### src/rtl/bu2020_fetch.sv
// Instruction fetch unit: single-outstanding memory requester feeding a 2-entry
// in-order instruction FIFO, with redirect flush and in-flight response discard.
module bu2020_fetch #(
    parameter logic [15:0] RESET_PC = 16'h0000,
    parameter logic [15:0] PC_STEP  = 16'h0004
) (
    input  logic        clk,
    input  logic        rst,
    output logic        imem_req,
    output logic [15:0] imem_addr,
    input  logic        imem_ack,
    input  logic [15:0] imem_rdata,
    output logic        inst_valid,
    output logic [15:0] inst_data,
    output logic [15:0] inst_pc,
    input  logic        inst_ready,
    input  logic        redirect_valid,
    input  logic [15:0] redirect_pc
);

    typedef enum logic {RUN, DISCARD} state_t;

    state_t      state_q, state_d;
    logic [15:0] pc_q, pc_d;
    logic        req_q, req_d;
    logic [15:0] addr_q, addr_d;
    logic [1:0]  cnt_q, cnt_d;
    logic        rd_ptr, wr_ptr;
    logic [15:0] fifo_data [2];
    logic [15:0] fifo_pc   [2];
    logic        fire, push, pop;

    always_ff @(posedge clk) begin
        if (rst) begin
            state_q <= RUN;
            pc_q    <= RESET_PC;
            req_q   <= 1'b0;
            addr_q  <= RESET_PC;
            cnt_q   <= 2'd0;
            rd_ptr  <= 1'b0;
            wr_ptr  <= 1'b0;
        end else begin
            state_q <= state_d;
            pc_q    <= pc_d;
            req_q   <= req_d;
            addr_q  <= addr_d;
            cnt_q   <= cnt_d;
            if (redirect_valid) begin
                rd_ptr <= 1'b0;
                wr_ptr <= 1'b0;
            end else begin
                if (push) wr_ptr <= ~wr_ptr;
                if (pop)  rd_ptr <= ~rd_ptr;
            end
        end
    end

    always_ff @(posedge clk) begin
        if (push) begin
            fifo_data[wr_ptr] <= imem_rdata;
            fifo_pc[wr_ptr]   <= addr_q;
        end
    end

    always_comb begin
        fire    = req_q & imem_ack;
        push    = fire & (state_q == RUN) & ~redirect_valid;
        pop     = (cnt_q != 2'd0) & inst_ready & ~redirect_valid;
        state_d = state_q;
        pc_d    = pc_q;
        case (state_q)
            RUN: begin
                if (redirect_valid) begin
                    pc_d = redirect_pc;
                    // The in-flight response still has to come back; swallow it.
                    if (req_q && !imem_ack) state_d = DISCARD;
                end else if (push) begin
                    pc_d = pc_q + PC_STEP;
                end
            end
            DISCARD: begin
                if (redirect_valid) pc_d = redirect_pc;
                if (fire) state_d = RUN;
            end
            default: state_d = RUN;
        endcase

        if (redirect_valid) cnt_d = 2'd0;
        else                cnt_d = cnt_q + {1'b0, push} - {1'b0, pop};

        // Outstanding request is frozen until acked; otherwise issue while room remains.
        if (req_q && !imem_ack) begin
            req_d  = 1'b1;
            addr_d = addr_q;
        end else begin
            req_d  = (cnt_d < 2'd2);
            addr_d = req_d ? pc_d : addr_q;
        end
    end

    assign imem_req   = req_q;
    assign imem_addr  = addr_q;
    assign inst_valid = (cnt_q != 2'd0);
    assign inst_data  = fifo_data[rd_ptr];
    assign inst_pc    = fifo_pc[rd_ptr];

endmodule

### config.mk
export PLATFORM = sky130hd
export DESIGN_NAME = bu2020_fetch
export DESIGN_NICKNAME = d
export VERILOG_FILES = /design/src/rtl/bu2020_fetch.sv
export SDC_FILE = /design/constraint.sdc
export NUM_CORES = 1
export LEC_CHECK = 0
export BUFFER_PORTS_ARGS = -buffer_cell sky130_fd_sc_hd__buf_2
export CORE_ASPECT_RATIO = 0.9
export CORE_MARGIN = 5
export CORE_UTILIZATION = 54
export CTS_BUF_LIST = sky130_fd_sc_hd__clkbuf_16
export DETAILED_ROUTE_END_ITERATION = 6
export GPL_TIMING_DRIVEN = 0
export PLACE_DENSITY = 0.79
export SYNTH_ARGS = -nofsm -noshare
export SYNTH_HDL_FRONTEND = slang
export SYNTH_SLANG_ARGS = --single-unit
### constraint.sdc
create_clock -name clk -period 3.67 [get_ports clk]
set_input_delay 0.734 -clock clk [delete_from_list [all_inputs] [get_ports clk]]
set_output_delay 0.734 -clock clk [all_outputs]
set_load 0.05 [all_outputs]
==> metrics.md, run 1 <==
| Metric | Value |
|---|---|
| Number of setup buffers added after CTS | 0 |
| Sequential share of power | between 50% and 60% |
| Req. time, crit path | 3900 ps |
| Diode count | 0 |
| GRT Overall Usage | 20.4% |
| Met2 Wirelength | roughly 4700 um |
| Die area | 0.00970 mm2 |
| Clock root buffer | clkbuf_16 |
| Min-delay worst type | register to register |
| CTS H-tree depth | 3 |
| Post-synth top area share | 45.5% |
| CTS Sinks | 103 |
| Fin Hold WS | just under 500 ps |
| Crit path launch type | input port |
| Reg2reg end | imem_addr[6] |
| Placed cell area | 0.00479 mm2 |
| YS warnings | 0 |
| Die W | about 100 um |
| Num CTS Buffers | 9 |
| Pint | 1.81 mW |
| Mapped Nets | around 360 |
| # resized after CTS | 0 |
| Psw | 0.604 mW |
| I/O pins | 87 |
| Routed WL per cell | roughly 18 um |
| Hold Crit Endpoint | fifo_pc[1][5] |
| Post-synth top area cell | edfxtp_1 |
| Initial antenna violation count | 0 |
| Slowest Stage Delay on Critical Path | between 400 and 500 ps |
| Length in cells of the worst reg-to-reg path | 13 |
| Largest net degree at the start of global routing | 33 |
| DRC | 0 |
| Max Used Layer | met4 |
| Crit path capture type | register |
| DRT Wirelength | 9320 um |
| HP Start | imem_addr[5] |
| Hold Path Cell Cnt | 0 |
| Global route overflow | 0 |
| CORE AREA | 0.00758 mm2 |
| Slowest cell on crit path | buf_1 |
| Max-slew violation count | 0 |
| Worst r2r src | imem_req |
| DPL Wire Length | between 6000 and 7000 um |
| First-pass GRT wire length | between 10,000 and 15,000 um |
| Hold Fails Final Rpt | 0 |
| Rel. slew slack | 44.6% |
| RSZ-0062 raised after global routing | no |
| Final setup violation count | 0 |
| Most common cell in the synthesized netlist | edfxtp_1 |
| IO Port Bufs | 84 |
| Syn Area/Cell | between 10 and 15 um2 |
| Max frequency | between 300 and 400 MHz |
| Clk_lat worst skew | approximately 340 ps |
| Post-layout min period | between 3000 and 4000 ps |
| Top cells by area, synth | edfxtp_1 (45%), dfxtp_1 (18%), mux2_2 (9.3%) |
| Tcrit/Tclk final | between 90% and 100% |
| Pleak | approximately 1.9 nW |
| Vias/cell | ~5.6 |
| Synth top cells by count | edfxtp_1 (64), dfxtp_1 (39), mux2_2 (35) |
| P per Cell Area | about 480 mW/mm2 |
| FP Rows | 30 |
| Routed wl met3 | 711 um |
| Comb power frac | between 10% and 20% |
| Max Root-Sink Buffers | 2 |
| Clk slew on worst S/H paths | approximately 70 ps |
| Metal-1 WL | about 3800 um |
| Worst Path Max Fanout | 10 |
| Synthesized area | 0.00423 mm2 |
| Status | finished clean |
| Final net count | between 400 and 500 |
| Final ANT Viol Nets | 0 |
| Sequential fraction of the synthesis area | a little under two thirds |
| TritonRoute pass-1 iters | 4 |
| RePlAce Congestion | around 0.9 |
| Fin Clk Skew | 8.74 ps |
| VDD IR-drop max | about 0.32 mV |
| Asr flop ratio synth | 0% |
| Fraction of layout cells with a size suffix above 1 | 34.2% |
| Post-synth top flop | edfxtp_1 |
| CP cell instances | buf_6, clkbuf_1, buf_2, nor2_1, ha_1, inv_1, ha_1, xor3_1, a21o_1, buf_2, buf_1, nand3b_1, o41ai_1 |
| Sw Ratio | between 20% and 30% |
| Hold-fix buffers at CTS | 0 |
| FF-to-FF setup slack | approximately 760 ps |
| Total design power | ~2.4 mW |
| Setup CP Type | input port to register |
| CP Data Arrival Time | ~3600 ps |
| Vias in the first global route | about 3,000 |
| Area growth syn-to-layout | 19.8% |
| Post-synthesis cell type count | 52 |
| Die Y | ~94 um |
| Via count | ~2,900 |
| Fillers | slightly below 600 |
| Number of max-cap violations | 0 |
| Initial Util | between 50% and 60% |
| DRT iter0 DRCs | about 260 |
| Post-route cell area | just over 0.005 mm2 |
| Syn Inst Count | between 300 and 400 |
| CTS tree | built |
| Clk pwr share | between 30% and 40% |
| Slew @ Worst Pin | approximately 830 ps |
| Setup TNS | 0 ps |
| Synthesized flop and latch total | approximately 100 |
| Number of flops mapped to enable cells by yosys | between 60 and 70 |
power by group through the flow:
stage	Clock, mW	Combinational (mW)	Sequential (mW)
final	0.844	0.263	1.30
after global routing	0.910	0.282	1.31
after CTS	0.857	0.264	1.30
after detailed placement	0	0.263	1.33
after global placement	0	0.255	1.33
after floorplan	0	0.139	1.37
cell families (layout without fill, tap and decap cells):
kind of cell             Yosys count  count (layout)  synth area share [%]
buffers and inverters             24             125                  2.69
AO/OA/AOI/OAI                     44              44                  7.61
adder cells (fa/ha/maj)            3               3                 0.888
XOR/XNOR                           4               4                  1.18
multiplexers                      41              41                  10.7
flip-flops                       103             103                  64.0
AND/OR/NAND/NOR                   98              98                  12.9
per-stage QoR:
stage | cells | setup slack, ps | util, %
final | 514 | 350 | 66.7
after global routing | 514 | 94.0 | 66.7
after CTS | 514 | 423 | 66.7
after detailed placement | 498 | 100 | 63.2
after global placement | 497 | -298 | 62.9
after floorplan | 317 | 588 | -
worst max path at each step:
stage | from | end | slack, ps
3_5_place_dp | redirect_valid | imem_addr[6] | 100
5_1_grt | redirect_valid | imem_addr[7] | 90
3_3_place_gp | redirect_valid | fifo_pc[0][9] | -300
6_report | redirect_valid | imem_addr[6] | 350
4_1_cts | redirect_valid | imem_addr[6] | 420
2_1_floorplan | redirect_valid | fifo_data[0][0] | 590
worst max-delay path, delay by kind of cell:
kind | cells | cell delay [ps]
adders and majority gates | 2 | 450
xor gates and xnor gates | 1 | 260
AOI/OAI and AO/OA | 2 | 230
buffers and inverters | 6 | 1620
and+or+nand+nor | 2 | 250
state kept, by name (all words and copies together), names as in the netlist, named ones only:
register,count
state_q,1
cnt_q,2
wr_ptr,1
fifo_pc,32
pc_q,16
rd_ptr,1
imem_addr,16
fifo_data,32
imem_req,1
per-layer routing:
metal | up-vias | global-route usage, %
met3 | 12 | 4.97
li1 | 1400 | -
met5 | - | 0
met2 | 109 | 33.7
met4 | 0 | 6.58
met1 | 1382 | 26.4
final cells by class:
| class | instances | area [um2] | area share (%) |
|---|---|---|---|
| plain buffers | 19 | 90.1 | 1.78 |
| clock buffers | 9 | 225 | 4.45 |
| clock inverters | 7 | 40.0 | 0.791 |
| inverters | 5 | 23.8 | 0.470 |
| multi-input cells | 190 | 1420 | 28.0 |
| flip-flops and latches | 103 | 2700 | 53.4 |
| well taps | 96 | 120 | 2.37 |
| repair buffers | 85 | 440 | 8.70 |
cells in the final DEF (no fill, tap or decap), drive strengths merged, types with 3 or more instances in the layout:
master / Yosys / final
buf: 9 / 94
edfxtp: 64 / 64
dfxtp: 39 / 39
mux2: 35 / 35
nor2: 22 / 22
clkbuf: 10 / 19
nand2: 13 / 13
nor3: 12 / 12
nand3b: 10 / 10
o21ai: 9 / 9
inv: 5 / 8
mux2i: 6 / 6
nor4: 6 / 6
nor3b: 6 / 6
nand2b: 6 / 6
o41ai: 5 / 5
a21oi: 5 / 5
a211oi: 5 / 5
nand3: 4 / 4
nand4: 4 / 4
o31ai: 4 / 4
nor2b: 3 / 3
o31a: 3 / 3
ha: 3 / 3
and2: 3 / 3
clkinv: 0 / 3
Note: power is estimated with default switching activity, not from simulation.
==> run 2: changes to the inputs <==
--- a/config.mk
+++ b/config.mk
@@ -9,7 +9,6 @@
 export CORE_ASPECT_RATIO = 0.9
 export CORE_MARGIN = 5
 export CORE_UTILIZATION = 54
-export CTS_BUF_LIST = sky130_fd_sc_hd__clkbuf_16
 export DETAILED_ROUTE_END_ITERATION = 6
 export GPL_TIMING_DRIVEN = 0
 export PLACE_DENSITY = 0.79
==> run 2 against run 1 <==
Clock-buffer cell count increased by 2. Clock power down 27%. Global-route usage about the same. First-iteration DRC count is 1.5% higher. Core utilization decreased by 1.3 points. Fmax increased by 0.81%. Cell area shrank 2.0%. Worst hold slack better by 0.57 ps. Total power decreased by 9.6%. Critical endpoint unchanged. Largest power group unchanged. Highest routed layer unchanged.
==> metrics.md, run 2 (synthesis gave the netlist of run 1 again) <==
| Metric | Value |
|---|---|
| Slew @ Worst Pin | about 830 ps |
| CP bufs+invs | 6 |
| DPL Wire Length | approximately 6700 um |
| Die area | around 0.0097 mm2 |
| Max Root-Sink Buffers | 2 |
| Setup CP Type | input port to register |
| Most common cell after layout, fill and taps aside | buf_2 |
| CTS Sinks | 103 |
| Slowest cell on crit path | buf_1 |
| First-pass GRT wire length | 14,900 um |
| CORE AREA | between 0.007 and 0.008 mm2 |
| FP Rows | 30 |
| Number of max-cap violations | 0 |
| CP Data Arrival Time | roughly 3500 ps |
| Hold Path Cell Cnt | 0 |
| Family with the most delay on the worst path | buffers and inverters |
| FF/Latch Area | roughly 0.0027 mm2 |
| VDD IR-drop max | approximately 0.31 mV |
| I/O pins | 87 |
| IO Port Bufs | 84 |
| Post-layout min period | roughly 3300 ps |
| RePlAce Congestion | between 0.8 and 0.9 |
| Largest net degree at the start of global routing | 33 |
| Slowest Stage Delay on Critical Path | between 400 and 500 ps |
| TritonRoute pass-1 iters | 4 |
| Final std cells w/o fill | 514 |
| Clk_lat worst skew | 360 ps |
| CTS H-tree depth | 3 |
| Crit path capture type | register |
| Fin Clk Skew | 13.0 ps |
| Pleak | between 1.5 and 2 nW |
| Tcrit/Tclk final | between 80% and 90% |
| Vias in the first global route | about 3,000 |
| Fraction of layout cells with a size suffix above 1 | 34.2% |
| Max-slew violation count | 0 |
| Hold Fails Final Rpt | 0 |
| Num CTS Buffers | 9 |
| Setup crit start | redirect_valid |
| DRC | 0 |
| Rel. slew slack | around 45% |
| Die Y | 93.9 um |
| Worst Path Max Fanout | 10 |
| # resized after CTS | 0 |
| Fin util | between 60% and 70% |
| Clk slew on worst S/H paths | about 100 ps |
| Total design power | around 2.2 mW |
| Most frequent cells in the layout | buf_2 (86), edfxtp_1 (64), dfxtp_1 (39) |
| Final ANT Viol Nets | 0 |
| DRT iter0 DRCs | roughly 270 |
| Area growth syn-to-layout | 17.4% |
| P per Cell Area | about 440 mW/mm2 |
| HP Start | imem_addr[5] |
| Hold-fix buffers at CTS | 0 |
| CP cell instances | buf_6, clkbuf_1, buf_2, nor2_1, ha_1, inv_1, ha_1, xor3_1, a21o_1, buf_2, buf_1, nand3b_1, o41ai_1 |
| Fillers | between 600 and 700 |
| Largest registers | fifo_data x32, fifo_pc x32 |
| Final net count | between 400 and 500 |
| DRT Wirelength | 9290 um |
| Status | finished clean |
| Length in cells of the worst reg-to-reg path | 13 |
| Clock root buffer | clkbuf_8 |
| Area of the multi-input gates | between 0.001 and 0.0015 mm2 |
| Worst r2r src | imem_req |
| Vias/cell | 5.60 |
| Die W | roughly 100 um |
| Global route overflow | 0 |
| Final setup violation count | 0 |
| Min-delay worst type | register to register |
| Max frequency | 304 MHz |
| Number of setup buffers added after CTS | 0 |
| GRT Overall Usage | roughly a fifth |
| CTS tree | built |
| RSZ-0062 raised after global routing | no |
| Routed WL per cell | roughly 18 um |
| Via count | about 2,900 |
| Crit path launch type | input port |
| Initial Util | 55.7% |
| Crit path depth | 13 |
| Dpl cells | between 400 and 500 |
| Req. time, crit path | about 4000 ps |
| Initial antenna violation count | 0 |
| Diode count | 0 |
run 2: changes by cell type in the layout (fill, tap and decap cells not counted):
| cell | delta |
|---|---|
| clkbuf_1 | +2 |
| clkbuf_16 | -9 |
| clkbuf_8 | +9 |
| inv_1 | -2 |
run 2: where the power goes:
part	total, mW	internal, mW	switching [mW]
logic	0.264	0.0825	0.181
registers	1.30	1.27	0.0324
clock network	0.613	0.247	0.366
total	2.18	1.60	0.580
run 2: area by class of cell:
| type | count | area share (%) |
|---|---|---|
| buffer | 19 | 1.82 |
| clock buffer | 11 | 2.65 |
| clock inverter | 5 | 0.656 |
| inverter | 5 | 0.479 |
| multi-input combinational | 190 | 28.6 |
| sequential | 103 | 54.5 |
| tap | 96 | 2.42 |
| timing repair buffer | 85 | 8.88 |
run 2: path summary, 6_finish.rpt:
check                  endpoint  slack [ps]
hold reg to reg   fifo_pc[1][5]         480
hold / removal    fifo_pc[1][5]         480
setup reg to reg   imem_addr[6]         750
setup / recovery   imem_addr[6]         380
run 2: layer usage:
metal	global-route usage, %	up-vias	part of all wire (%)
li1	-	1393	-
met1	26.5	1358	41
met2	33.3	110	49
met3	4.31	17	8.2
met4	7.87	0	1.8
met5	0	-	0
run 2: per-stage QoR:
step	TNS (ps)	setup slack, ps	hold WS, ps	area (um2)
6_report	0	377	482	4960
5_1_grt	0	116	503	4960
4_1_cts	0	449	491	4960
3_5_place_dp	0	100	468	4790
3_3_place_gp	-9440	-298	457	4770
2_1_floorplan	0	588	456	4230
==> run 3: changes to the inputs <==
--- a/config.mk
+++ b/config.mk
@@ -8,10 +8,11 @@
 export BUFFER_PORTS_ARGS = -buffer_cell sky130_fd_sc_hd__buf_2
 export CORE_ASPECT_RATIO = 0.9
 export CORE_MARGIN = 5
-export CORE_UTILIZATION = 54
+export CORE_UTILIZATION = 56
+export CTS_BUF_LIST = sky130_fd_sc_hd__clkbuf_2
 export DETAILED_ROUTE_END_ITERATION = 6
 export GPL_TIMING_DRIVEN = 0
-export PLACE_DENSITY = 0.79
+export PLACE_DENSITY = 0.81
 export SYNTH_ARGS = -nofsm -noshare
 export SYNTH_HDL_FRONTEND = slang
 export SYNTH_SLANG_ARGS = --single-unit
==> run 3 against run 2 <==
Clock-buffer cell count decreased by 1. Sequential share of layout area increased by 0.60 points. Combinational power about the same. Fmax increased by 6.7%. Die area decreased by 3.2%. Critical path depth decreased by 9. Clock skew increased by 36 ps. Cell area decreased by 1.1%. Core utilization increased by 0.60 points. Worst hold slack got worse by 170 ps. Via count increased by 2.3%. Clock power decreased by 21%. Critical path type is now register to output port. Critical endpoint is now inst_pc[14]. Largest cell class unchanged.
==> metrics.md, run 3 (synthesis gave the netlist of run 1 again) <==
| Metric | Value |
|---|---|
| Status | finished clean |
| CP Data Arrival Time | about 2400 ps |
| Clk_lat worst skew | around 580 ps |
| Req. time, crit path | approximately 2900 ps |
| Initial antenna violation count | 0 |
| Crit path launch type | register |
| CORE AREA | roughly 0.0074 mm2 |
| DPL Wire Length | just under 7000 um |
| DRC | 0 |
| FP Rows | 30 |
| # resized after CTS | 0 |
| Diode count | 0 |
| GRT Overall Usage | a little over a fifth |
| Die Y | 92.4 um |
| Most frequent cells in the layout | buf_2 (86), edfxtp_1 (64), dfxtp_1 (39) |
| Routed WL per cell | 18.7 um |
| Rel. slew slack | around 44% |
| Crit path capture type | output port |
| Via count | around 3,000 |
| Tcrit/Tclk final | 84.1% |
| TritonRoute pass-1 iters | 4 |
| Pleak | about 1.9 nW |
| P per Cell Area | 419 mW/mm2 |
| RePlAce Congestion | 0.913 |
| Max frequency | 324 MHz |
| Largest net degree at the start of global routing | 33 |
| IO Port Bufs | 84 |
| Initial Util | a little under three fifths |
| Clock root buffer | clkbuf_2 |
| CTS H-tree depth | 3 |
| Max Root-Sink Buffers | 2 |
| Slew @ Worst Pin | between 800 and 900 ps |
| DRT Wirelength | approximately 9600 um |
| Worst Path Max Fanout | 10 |
| Fin Clk Skew | 49.0 ps |
| Final ANT Viol Nets | 0 |
| CTS tree | built |
| RSZ-0062 raised after global routing | no |
| Num CTS Buffers | 9 |
| Fillers | 572 |
| Global route overflow | 0 |
| First-pass GRT wire length | between 15,000 and 20,000 um |
| I/O pins | just under 90 |
| Placed cell area | approximately 0.0048 mm2 |
| Final setup violation count | 0 |
| Fin util | about two thirds |
| Largest registers | fifo_data x32, fifo_pc x32 |
| VDD IR-drop max | between 0.2 and 0.25 mV |
| Hold-fix buffers at CTS | 0 |
| Fraction of layout cells with a size suffix above 1 | a little over a third |
| Area growth syn-to-layout | 16.1% |
| Clk slew on worst S/H paths | 310 ps |
| Post-route cell area | around 0.005 mm2 |
| DRT iter0 DRCs | 182 |
| Most common cell after layout, fill and taps aside | buf_2 |
| CTS Sinks | 103 |
| Die area | roughly 0.0094 mm2 |
| Final net count | between 400 and 500 |
| Number of max-cap violations | 0 |
| Min-delay worst type | input port to register |
| Number of setup buffers added after CTS | 0 |
| Setup CP Type | register to output port |
| Vias in the first global route | about 3,100 |
| Vias/cell | 5.73 |
| Die W | about 100 um |
| Post-layout min period | between 3000 and 4000 ps |
| Max-slew violation count | 0 |
| Hold Fails Final Rpt | 0 |
run 3: through the flow:
stage               power [mW]  TNS (ps)  setup slack (ps)  cells  hold slack [ps]
CTS                       2.07         0               510    514              288
finish                    2.06         0               584    514              309
global route              2.14         0               410    514              276
floorplan                 1.51         0               588    317              456
global placement          1.58     -8450              -265    497              454
detailed placement        1.59         0               140    498              462
run 3: final timing paths:
| path | from | end | slack (ps) | cells after the start |
|---|---|---|---|---|
| worst min-delay path | imem_rdata[12] | fifo_data[1][12] | 310 | 1 |
| worst max-delay path | register | inst_pc[14] | 580 | 4 |
| worst max register to register | imem_req | imem_addr[6] | 740 | 13 |
| worst min register to register | imem_addr[12] | fifo_pc[1][12] | 490 | 0 |
run 3: area by class of cell:
cell class	count	area (um2)	area share (%)
Sequential cell	103	2700	55.1
Multi-Input combinational cell	190	1420	28.9
Timing Repair Buffer	85	448	9.13
Tap cell	96	120	2.45
Buffer	19	90.1	1.84
Clock inverter	6	52.6	1.07
Clock buffer	10	50.0	1.02
Inverter	5	23.8	0.485
run 3: routing by layer:
metal	vias up	share of wire, %	routed length (um)	global-route usage (%)
met3	15	6.5	623	3.69
met4	0	1.4	136	6.53
met5	-	0	0	0
met2	111	50	4840	36.0
li1	1393	-	-	-
met1	1425	42	4030	27.1
run 3: worst max-delay path, cell delays in order (launching register included):
cell and delay [ps]:
dfxtp_1 370, clkbuf_1 290, buf_1 530, mux2_2 400, buf_2 210
run 3: where the power goes:
part	internal, mW	switching (mW)	leakage [nW]
Clock	0.102	0.384	0.0606
Sequential	1.27	0.0328	0.913
Combinational	0.0832	0.182	0.894
